File: config.mk
export PLATFORM = sky130hd
export DESIGN_NAME = uart_alu_sequencer
export DESIGN_NICKNAME = d
export VERILOG_FILES = /design/src/rtl/uart_alu_pkg.sv /design/src/rtl/uart_alu_sequencer_frame_timer.sv /design/src/rtl/uart_alu_sequencer.sv
export SDC_FILE = /design/constraint.sdc
export NUM_CORES = 1
export LEC_CHECK = 0
export ABC_AREA = 1
export ABC_CLOCK_PERIOD_IN_PS = 2600
export CAP_MARGIN = 10
export CORE_MARGIN = 5
export CORE_UTILIZATION = 50
export CTS_BUF_LIST = sky130_fd_sc_hd__clkbuf_4
export CTS_CLUSTER_DIAMETER = 80
export DETAILED_ROUTE_END_ITERATION = 16
export GPL_TIMING_DRIVEN = 0
export PLACE_DENSITY = 0.76
export SETUP_SLACK_MARGIN = 0.3
export SLEW_MARGIN = 20
export SYNTH_ARGS = -nofsm -noshare
export SYNTH_HDL_FRONTEND = slang
export SYNTH_SLANG_ARGS = --single-unit
File: constraint.sdc
create_clock -name clk -period 2.6 [get_ports clk]
set_input_delay 0.52 -clock clk [delete_from_list [all_inputs] [get_ports clk]]
set_output_delay 0.52 -clock clk [all_outputs]
set_load 0.005 [all_outputs]
File: src/rtl/uart_alu_pkg.sv
// Shared constants for the UART/ALU frame sequencer: state encoding,
// default byte width and the byte order of a host frame.
package uart_alu_pkg;

    localparam int DB_DEF = 8;

    typedef logic [2:0] state_t;

    localparam state_t ST_GET_A  = 3'd0;
    localparam state_t ST_GET_B  = 3'd1;
    localparam state_t ST_GET_OP = 3'd2;
    localparam state_t ST_EXEC   = 3'd3;
    localparam state_t ST_SEND   = 3'd4;

    // Byte position within a frame; matches the GET_* state that captures it.
    localparam int IDX_A     = 0;
    localparam int IDX_B     = 1;
    localparam int IDX_OP    = 2;
    localparam int FRAME_LEN = 3;

    function automatic logic is_get_state(input state_t s);
        return (s == ST_GET_A) || (s == ST_GET_B) || (s == ST_GET_OP);
    endfunction

endpackage

File: src/rtl/uart_alu_sequencer_frame_timer.sv
// Inter-byte idle counter. expired is a same-cycle decision so the FSM can
// abort on the edge the count reaches TIMEOUT_CYC; a clear on that edge wins.
module frame_timer #(
    parameter int TIMEOUT_CYC = 50_000_000
) (
    input  logic clk,
    input  logic rst_n,
    input  logic run,
    input  logic clear,
    output logic expired
);

    generate
        if (TIMEOUT_CYC == 0) begin : g_off
            logic unused_tmr;
            assign unused_tmr = ^{clk, rst_n, run, clear};
            assign expired    = 1'b0;
        end else begin : g_on
            localparam int             CW    = $clog2(TIMEOUT_CYC + 1);
            localparam logic [CW-1:0]  LIMIT = CW'(TIMEOUT_CYC - 1);

            logic [CW-1:0] cnt_q, cnt_d;

            assign expired = run && !clear && (cnt_q == LIMIT);

            always_comb begin
                cnt_d = cnt_q + 1'b1;
                if (!run || clear || expired)
                    cnt_d = '0;
            end

            always_ff @(posedge clk or negedge rst_n) begin
                if (!rst_n) cnt_q <= '0;
                else        cnt_q <= cnt_d;
            end
        end
    endgenerate

endmodule

File: src/rtl/uart_alu_sequencer.sv
// Pops A, B, opcode from the RX FIFO, drives the ALU, captures its result one
// cycle later and pushes it to the TX FIFO. All outputs are registered.
module uart_alu_sequencer
    import uart_alu_pkg::*;
#(
    parameter int DB          = DB_DEF,
    parameter int TIMEOUT_CYC = 50_000_000
) (
    input  logic          clk,
    input  logic          rst_n,
    input  logic          rx_empty,
    input  logic [DB-1:0] r_data,
    output logic          rd,
    input  logic          tx_full,
    output logic [DB-1:0] w_data,
    output logic          wr,
    output logic [DB-1:0] alu_a,
    output logic [DB-1:0] alu_b,
    output logic [DB-1:0] alu_op,
    input  logic [DB-1:0] alu_result,
    output logic          busy,
    output logic          done,
    output logic          frame_err
);

    state_t                         state_q, state_d;
    logic [FRAME_LEN-1:0][DB-1:0]   opnd_q, opnd_d;
    logic [DB-1:0]                  result_q, result_d;
    logic [DB-1:0]                  w_data_q, w_data_d;
    logic                           rd_q, rd_d;
    logic                           wr_q, wr_d;
    logic                           busy_q, busy_d;
    logic                           done_q, done_d;
    logic                           ferr_q, ferr_d;

    logic accept, tmr_run, tmr_exp;

    // rd_q blocks a second pop while the FIFO flag catches up.
    assign accept  = is_get_state(state_q) && !rx_empty && !rd_q;
    assign tmr_run = (state_q == ST_GET_B) || (state_q == ST_GET_OP);

    frame_timer #(
        .TIMEOUT_CYC (TIMEOUT_CYC)
    ) u_timer (
        .clk     (clk),
        .rst_n   (rst_n),
        .run     (tmr_run),
        .clear   (accept),
        .expired (tmr_exp)
    );

    always_comb begin
        state_d = state_q;
        case (state_q)
            ST_GET_A:  if (accept) state_d = ST_GET_B;
            ST_GET_B:  if (accept) state_d = ST_GET_OP;
                       else if (tmr_exp) state_d = ST_GET_A;
            ST_GET_OP: if (accept) state_d = ST_EXEC;
                       else if (tmr_exp) state_d = ST_GET_A;
            ST_EXEC:   state_d = ST_SEND;
            ST_SEND:   if (!tx_full) state_d = ST_GET_A;
            default:   state_d = ST_GET_A;
        endcase
    end

    always_comb begin
        opnd_d   = opnd_q;
        result_d = result_q;
        w_data_d = w_data_q;
        busy_d   = busy_q;
        rd_d     = 1'b0;
        wr_d     = 1'b0;
        done_d   = 1'b0;
        ferr_d   = 1'b0;

        if (accept) begin
            for (int i = 0; i < FRAME_LEN; i++)
                if (state_q == state_t'(i)) opnd_d[i] = r_data;
            rd_d = 1'b1;
            if (state_q == ST_GET_A) busy_d = 1'b1;
        end else if (tmr_exp) begin
            ferr_d = 1'b1;
            busy_d = 1'b0;
        end

        if (state_q == ST_EXEC) result_d = alu_result;

        if (state_q == ST_SEND && !tx_full) begin
            w_data_d = result_q;
            wr_d     = 1'b1;
            done_d   = 1'b1;
            busy_d   = 1'b0;
        end
    end

    always_ff @(posedge clk or negedge rst_n) begin
        if (!rst_n) begin
            state_q  <= ST_GET_A;
            opnd_q   <= '0;
            result_q <= '0;
            w_data_q <= '0;
            rd_q     <= 1'b0;
            wr_q     <= 1'b0;
            busy_q   <= 1'b0;
            done_q   <= 1'b0;
            ferr_q   <= 1'b0;
        end else begin
            state_q  <= state_d;
            opnd_q   <= opnd_d;
            result_q <= result_d;
            w_data_q <= w_data_d;
            rd_q     <= rd_d;
            wr_q     <= wr_d;
            busy_q   <= busy_d;
            done_q   <= done_d;
            ferr_q   <= ferr_d;
        end
    end

    assign rd        = rd_q;
    assign wr        = wr_q;
    assign w_data    = w_data_q;
    assign alu_a     = opnd_q[IDX_A];
    assign alu_b     = opnd_q[IDX_B];
    assign alu_op    = opnd_q[IDX_OP];
    assign busy      = busy_q;
    assign done      = done_q;
    assign frame_err = ferr_q;

endmodule

After elaboration in Yosys (flattened, before gate mapping) --
Cells that the tools add are included.
Cells by class: add/sub/neg operators 1, equal/unequal tests 8, mux-type cells 15, reduce and logical (&&, ||, !) cells 22
Operators by type and width (number):
- $add A26 B1 Y26 const B | 1
- $eq A26 B26 Y1 const B | 1
- $mux W26 | 1
- $mux W3 | 5
- $pmux W3 S5 | 1
- $reduce_and A2 Y1 | 5
- $mux W1 | 8
- $eq A3 B2 Y1 const B | 2
- $logic_and A1 B1 Y1 | 5
- $logic_not A1 Y1 | 5
- $logic_or A1 B1 Y1 | 5
- $eq A3 B1 Y1 const B | 1
- $eq A3 B3 Y1 const B | 1
- $logic_not A3 Y1 | 1
- $ne A3 B3 Y1 const B | 1
- $reduce_bool A3 Y1 | 1
- $ne A2 B1 Y1 const B | 1
- $ne A2 B2 Y1 const B | 1
Storage, ports and cells: register bits 73, output and inout bits 37, logic and storage cells 57

Depth between registers and ports, before layout --
Gate-level depths: netlist of run 1.
depth in word-level cells 11, depth in mapped cells 10, mapped depth without buffers 10

Modules after synthesis --
Synthesis of run 1 repeated with hierarchy kept, for this count alone.
Second synthesis, totals: cells, all modules 420, area total of the unflattened synthesis 3562.2 um^2
Modules (own cells, without submodules):
- uart_alu_sequencer | instances 1, cells an instance 188, area an instance 1958.1 um^2
- frame_timer | instances 1, cells an instance 232, area an instance 1604.0 um^2

Worst setup path after synthesis of run 1 --
Ideal clock, no wire load.
path type in2reg, start input port rx_empty, end register opnd_q (netlist bit alu_b[6]), library setup time 0.127 ns, data arrival time 1.299 ns, data required time 2.473 ns, path slack 1.175 ns, stages 5, cell sequence nor2_2 nand4_1 buf_2 nand2_1 o21ai_0
Between the ends: word-level cells in the longest chain between the ends 4
RTL lines:
- start: declaration | line uart_alu_sequencer.sv:11 | input logic rx_empty,
- $logic_not A1 Y1 | line uart_alu_sequencer.sv:39 | assign accept = is_get_state(state_q) && !rx_empty && !rd_q;
- $logic_and A1 B1 Y1 (2 in a row) | line uart_alu_sequencer.sv:39
- $reduce_and A2 Y1 (no source line)
- end signal: assignment | line uart_alu_sequencer.sv:109 | opnd_q <= opnd_d;
- end: declaration | line uart_alu_sequencer.sv:27 | logic [FRAME_LEN-1:0][DB-1:0] opnd_q, opnd_d;
No other way between the ends. A chain may end at the register's enable or synchronous reset.

==> impl_metrics.env, run 1 <==
export IMPL_status="finished clean"
export IMPL_p_total_uw=3710
export IMPL_netSwitchingPower_uw=1220
export IMPL_grt_overflow=0
export IMPL_vdd_ir_drop_worst_v=0.000559
export IMPL_synth_edf_count=0
export IMPL_grt_total_usage_pct=19.1
export IMPL_p_sw_share_pct=33.0
export IMPL_relSlewSlack_pct=74.5
export IMPL_htreeDepth=3
export IMPL_die_w_um=92.2
export IMPL_grt_pass1_vias=2729
export IMPL_pwr_share_clk_pct=19.0
export IMPL_worstHoldPathType="flop to flop"
export IMPL_routedWlPerCell_um=13.8
export IMPL_critPathKind="flop to output port"
export IMPL_io_buffers=56
export IMPL_period_needed_ps=1910
export IMPL_rsz0062_at_grt="no"
export IMPL_antenna_found_initial=0
export IMPL_synth_top_area_cell="dfrtp_1"
export IMPL_worstPathRequired_ps=2080
export IMPL_clock_sinks=73
export IMPL_seqPwrFrac_pct=45.3
export IMPL_crit_path_start_kind="flop"
export IMPL_chipHeight_um=92.2
export IMPL_async_flop_share_pct=100
export IMPL_cts_repair_resized=0
export IMPL_drcViolationCount=0
export IMPL_clock_latency_ps=430
export IMPL_syn_cell_area_mm2=0.00338
export IMPL_yosys_warnings=0
export IMPL_grt_max_degree=48
export IMPL_drt_iter0_markers=109
export IMPL_gp_congestion=0.886
export IMPL_drv_slew=0
export IMPL_hold_violations=0
export IMPL_finalCritPeriodShare_pct=73.6
export IMPL_antennaDiodeCount=0
export IMPL_clk_path_buf_depth=2
export IMPL_fp_row_count=30
export IMPL_clock_skew_ps=25.2
export IMPL_seq_area_frac_synth_pct=54.0
export IMPL_io_pins=57
export IMPL_synth_most_common_cell="nand2_1"
export IMPL_setup_tns_final_ps=0
export IMPL_ys_types=32
export IMPL_drt_pass1_iter_count=4
export IMPL_drive_gt1_share_pct=12.3
export IMPL_ys_ff_latch=73
export IMPL_fin_nets=472
export IMPL_internal_power_uw=2490
export IMPL_combPwrFrac_pct=35.7
export IMPL_fmax_mhz=523
export IMPL_clockRootBuffer="clkbuf_4"
export IMPL_setup_violations=0
export IMPL_critPathCaptureType="output port"
export IMPL_cp_max_fo=2
export IMPL_synth_area_leaders="dfrtp_1 54%, nand2_1 9.2%, nor2_1 6.0%"
export IMPL_netlist_area_leader_share_pct=54.0
export IMPL_worst_pin_slew_ps=381
export IMPL_avgSynthCellArea_um2=8.85
export IMPL_syn_nets=403
export IMPL_vias_per_cell=5.05
export IMPL_numCtsBuffers=9
export IMPL_yosys_top_cells_count="83 x nand2_1, 73 x dfrtp_1, 54 x nor2_1, 42 x inv_1, 25 x o21ai_0"
export IMPL_start_util_pct=50.6
export IMPL_cts_tree="built"
export IMPL_synthFlopType="dfrtp_1"
export IMPL_leakagePower_uw=0.00186
export IMPL_grt_pass1_wl_mm=12.8
export IMPL_clkTransAtPathRegs_ps=130
export IMPL_die_area_mm2=0.00851
export IMPL_arrival_ps=1390
export IMPL_syn2layout_area_growth_pct=24.6
export IMPL_routed_wl_mm=7.39
export IMPL_ant_nets=0
export IMPL_power_density_mw_per_mm2=881
export IMPL_dpl_hpwl_mm=5.63
export IMPL_coreArea_mm2=0.00668
export IMPL_drv_cap=0
export IMPL_vias=2707
export IMPL_postSynthCellCount=382
cells by family (layout without fill, tap and decap cells):
logic type	count (synthesis)	in the layout	synth area share [%]
adder cells (fa/ha/maj)	1	1	0.370
buffers and inverters	51	125	6.59
XOR/XNOR	15	15	3.89
AND/OR/NAND/NOR	190	190	25.7
AO/OA/AOI/OAI	51	51	9.07
flip-flops	73	73	54.0
multiplexers	1	1	0.333
flip-flops by register name (all words and copies together), names as in the netlist:
signal,cells
busy,1
u_timer.g_on.cnt_q,26
state_q,3
alu_a,8
result_q,8
frame_err,1
alu_op,8
w_data,8
rd,1
done,1
alu_b,8
power by group through the flow:
stage | Sequential (uW) | Clock (uW) | Combinational (uW)
after global placement | 1700 | 0 | 1310
final | 1680 | 704 | 1330
after global routing | 1740 | 767 | 1490
after CTS | 1680 | 724 | 1350
after detailed placement | 1700 | 0 | 1350
after floorplan | 1700 | 0 | 605
cell type report:
| cell class | count | area (um2) |
|---|---|---|
| Fill cell | 570 | 2470 |
| Sequential cell | 73 | 1830 |
| Multi-Input combinational cell | 258 | 1330 |
| Timing Repair Buffer | 58 | 596 |
| Inverter | 43 | 161 |
| Tap cell | 80 | 100 |
| Clock inverter | 7 | 70.1 |
| Clock buffer | 9 | 67.6 |
| Buffer | 8 | 61.3 |
layer usage:
| layer | routed length, um | GRT usage [%] | vias up |
|---|---|---|---|
| li1 | - | - | 1353 |
| met1 | 3260 | 23.7 | 1287 |
| met2 | 3540 | 30.4 | 53 |
| met3 | 395 | 6.56 | 14 |
| met4 | 182 | 7.80 | 0 |
| met5 | 0 | 0 | - |
worst max-delay path, stage by stage, from the launching register on:
cell             delay (ps)
dfrtp_1                 400
buf_4                   130
clkdlybuf4s50_1         430
worst paths after layout:
path	startpoint	endpoint	slack (ps)	depth (start not counted)
max	done	wr	690	2
max reg2reg	u_timer.g_on.cnt_q[0]	state_q[0]	860	10
min in group asynchronous	rst_n	busy	530	2
min reg2reg	result_q[6]	w_data[6]	490	2
min	result_q[6]	w_data[6]	490	2
max in group asynchronous	rst_n	result_q[2]	1520	3
placed cells by master (no fill, tap or decap), types with 2 or more instances in the layout:
cell,netlist,routed
xnor2_1,4,4
o21ai_0,25,25
xor2_1,11,11
nor2_4,2,2
clkbuf_4,0,9
a21oi_1,13,13
nor2_2,6,6
nor3_1,8,8
clkdlybuf4s50_1,0,55
nor3b_1,5,5
dfrtp_1,73,73
buf_6,3,3
o21ai_2,8,8
buf_4,1,2
inv_1,42,42
nand4_1,8,8
nor2_1,54,54
nor3_2,4,4
nand3_1,12,12
nand2_1,83,83
nand2_2,2,2
nand3_2,3,3
clkinv_2,0,3
buf_2,4,4
repair_timing:
action / CTS / global route
hold buffers: 1 / 0
setup buffers: 0 / 0
hold endpoints to repair: 10 / 0
per-stage QoR:
stage          std cells  util, %  hold WS [ps]  area (um2)  setup WS [ps]
2_1_floorplan        382        -           224        3380           1170
3_3_place_gp         518     60.5           453        4040          -1400
3_5_place_dp         519     60.9           457        4070            485
4_1_cts              536     63.1           492        4210            664
5_1_grt              536     63.1           524        4210            630
6_report             536     63.1           492        4210            687
Note: power is estimated with default switching activity, not from simulation.
==> run 2: changes to the inputs <==
- ABC_CLOCK_PERIOD_IN_PS: 2600 -> 1700
- PLACE_DENSITY: 0.76 -> 0.79
- clock period: 2.6 -> 1.7 ns (I/O delays scaled with it)
==> impl_metrics.env, run 2 (synthesis gave the netlist of run 1 again) <==
export IMPL_startpoint="u_timer.g_on.cnt_q[0]"
export IMPL_instances_no_fill=601
export IMPL_die_area_mm2=0.00851
export IMPL_rsz0062_at_grt="yes"
export IMPL_dpl_hpwl_mm=5.60
export IMPL_power_density_mw_per_mm2=1330
export IMPL_io_buffers=56
export IMPL_coreArea_mm2=0.00668
export IMPL_setup_violations=0
export IMPL_final_cell_mix="75 x nand2_1, 68 x dfrtp_1, 58 x buf_4"
export IMPL_critPathKind="flop to flop"
export IMPL_post_place_ws_ps=-237
export IMPL_clockRootBuffer="clkbuf_4"
export IMPL_ant_nets=0
export IMPL_antenna_found_initial=0
export IMPL_vdd_ir_drop_worst_v=0.000955
export IMPL_routedWlPerCell_um=16.0
export IMPL_drv_slew=0
export IMPL_numCtsBuffers=9
export IMPL_worst_pin_slew_ps=410
export IMPL_layout_commonest_cell="nand2_1"
export IMPL_setup_tns_final_ps=0
export IMPL_r2r_cells=10
export IMPL_arrival_ps=1900
export IMPL_worstHoldPathType="primary input to async pin"
export IMPL_cts_tree="built"
export IMPL_r2r_slack_ps=100
export IMPL_regMostFlops="u_timer.g_on.cnt_q"
export IMPL_relSlewSlack_pct=72.7
export IMPL_cp_max_fo=3
export IMPL_grt_pass1_vias=2993
export IMPL_drv_cap=0
export IMPL_crit_path_start_kind="flop"
export IMPL_multi_input_area_mm2=0.00155
export IMPL_grt_pass1_wl_mm=14.3
export IMPL_io_pins=57
export IMPL_drt_pass1_iter_count=5
export IMPL_holdWs_ps=370
export IMPL_drt_iter0_markers=212
export IMPL_status="finished clean"
export IMPL_r2r_end="state_q[0]"
export IMPL_final_seq_area_mm2=0.00183
export IMPL_clock_skew_ps=5.92
export IMPL_clk_path_buf_depth=2
export IMPL_setup_ws_ps=103
export IMPL_dp_cells=519
export IMPL_combPwrFrac_pct=42.9
export IMPL_clock_sinks=73
export IMPL_drcViolationCount=0
export IMPL_fp_row_count=30
export IMPL_largest_reg_flops=26
export IMPL_clkTransAtPathRegs_ps=130
export IMPL_grt_total_usage_pct=21.0
export IMPL_vias=3178
export IMPL_hold_violations=0
export IMPL_routed_wl_mm=9.62
export IMPL_htreeDepth=3
export IMPL_gp_congestion=0.886
export IMPL_vias_per_cell=5.29
export IMPL_period_needed_ps=1600
export IMPL_chipHeight_um=92.2
export IMPL_pwr_share_clk_pct=17.1
export IMPL_clock_latency_ps=420
export IMPL_internal_power_uw=4140
export IMPL_leakagePower_uw=0.00227
export IMPL_worstPathRequired_ps=2000
export IMPL_netSwitchingPower_uw=2320
export IMPL_die_w_um=92.2
export IMPL_syn2layout_area_growth_pct=43.3
export IMPL_start_util_pct=50.6
export IMPL_fin_nets=537
export IMPL_reg2reg_from="u_timer.g_on.cnt_q[0]"
export IMPL_nFillCells=463
export IMPL_antennaDiodeCount=0
export IMPL_seqPwrFrac_pct=40.0
export IMPL_p_sw_share_pct=35.9
export IMPL_grt_max_degree=43
export IMPL_finalCritPeriodShare_pct=94.0
export IMPL_critPathCaptureType="flop"
export IMPL_grt_overflow=0
export IMPL_fmax_mhz=626
export IMPL_drive_gt1_share_pct=40.3
run 2: cell count changes in the layout (fill, tap and decap cells not counted), moves of 11 or more:
cell             previous run  this run
buf_4                       2        58
clkbuf_2                    0        28
clkdlybuf4s50_1            55        18
nor2_1                     54        36
nor2_4                      2        13
run 2: repair_timing:
item	in CTS	in global routing
gates cloned	1	2
hold endpoints to repair	31	0
setup buffers	39	23
pin swaps	10	17
setup endpoints to repair	104	79
hold buffers	1	0
resized for setup	112	92
run 2: layer usage:
| layer | vias up | track usage, % | part of all wire (%) |
|---|---|---|---|
| met1 | 1524 | 26.3 | 39 |
| met5 | - | 0 | 0 |
| met3 | 26 | 4.92 | 6.2 |
| met2 | 136 | 35.5 | 52 |
| li1 | 1492 | - | - |
| met4 | 0 | 7.43 | 2.7 |
run 2: cell type report:
class                      count  area share (%)
buffer                         8            1.73
sequential                    73            37.8
timing repair buffer         123            20.2
inverter                      43            3.38
tap                           80            2.07
multi-input combinational    258            31.9
clock buffer                   9            1.39
clock inverter                 7            1.45
run 2: how the worst max path moves through the flow:
stage	to
final	state_q[0]
after global routing	state_q[0]
after CTS	u_timer.g_on.cnt_q[20]
after detailed placement	alu_a[1]
after global placement	result_q[4]
after floorplan	u_timer.g_on.cnt_q[14]
run 2: through the flow:
step | util, % | area, um2 | total power (uW)
6_report | 72.5 | 4840 | 6460
3_3_place_gp | 60.7 | 4060 | 4610
2_1_floorplan | - | 3400 | 3520
5_1_grt | 72.5 | 4840 | 6840
4_1_cts | 68.8 | 4600 | 6090
3_5_place_dp | 61.0 | 4070 | 4680
run 2: power by group through the flow:
stage                     logic, uW  clock network [uW]  registers, uW
after floorplan                 926                   0           2600
after global placement         2010                   0           2600
after detailed placement       2080                   0           2600
after CTS                      2430                1110           2560
after global routing           3010                1190           2650
final                          2770                1110           2580
run 2: worst max-delay path: stages, from the launching register on:
cell     delay [ps]
dfrtp_1         380
ha_2            210
nand2_1         110
nor2_4          110
nand3_1          90
nor2_2          140
nand3_2         100
nand2_1          70
nand2_1          60
nand2_1         110
a21oi_1          80
==> run 3: changes to the inputs <==
- ABC_CLOCK_PERIOD_IN_PS: 1700 -> unset
==> results of run 3 <==
No change in the layout: final DEF, timing and power equal those of run 2.
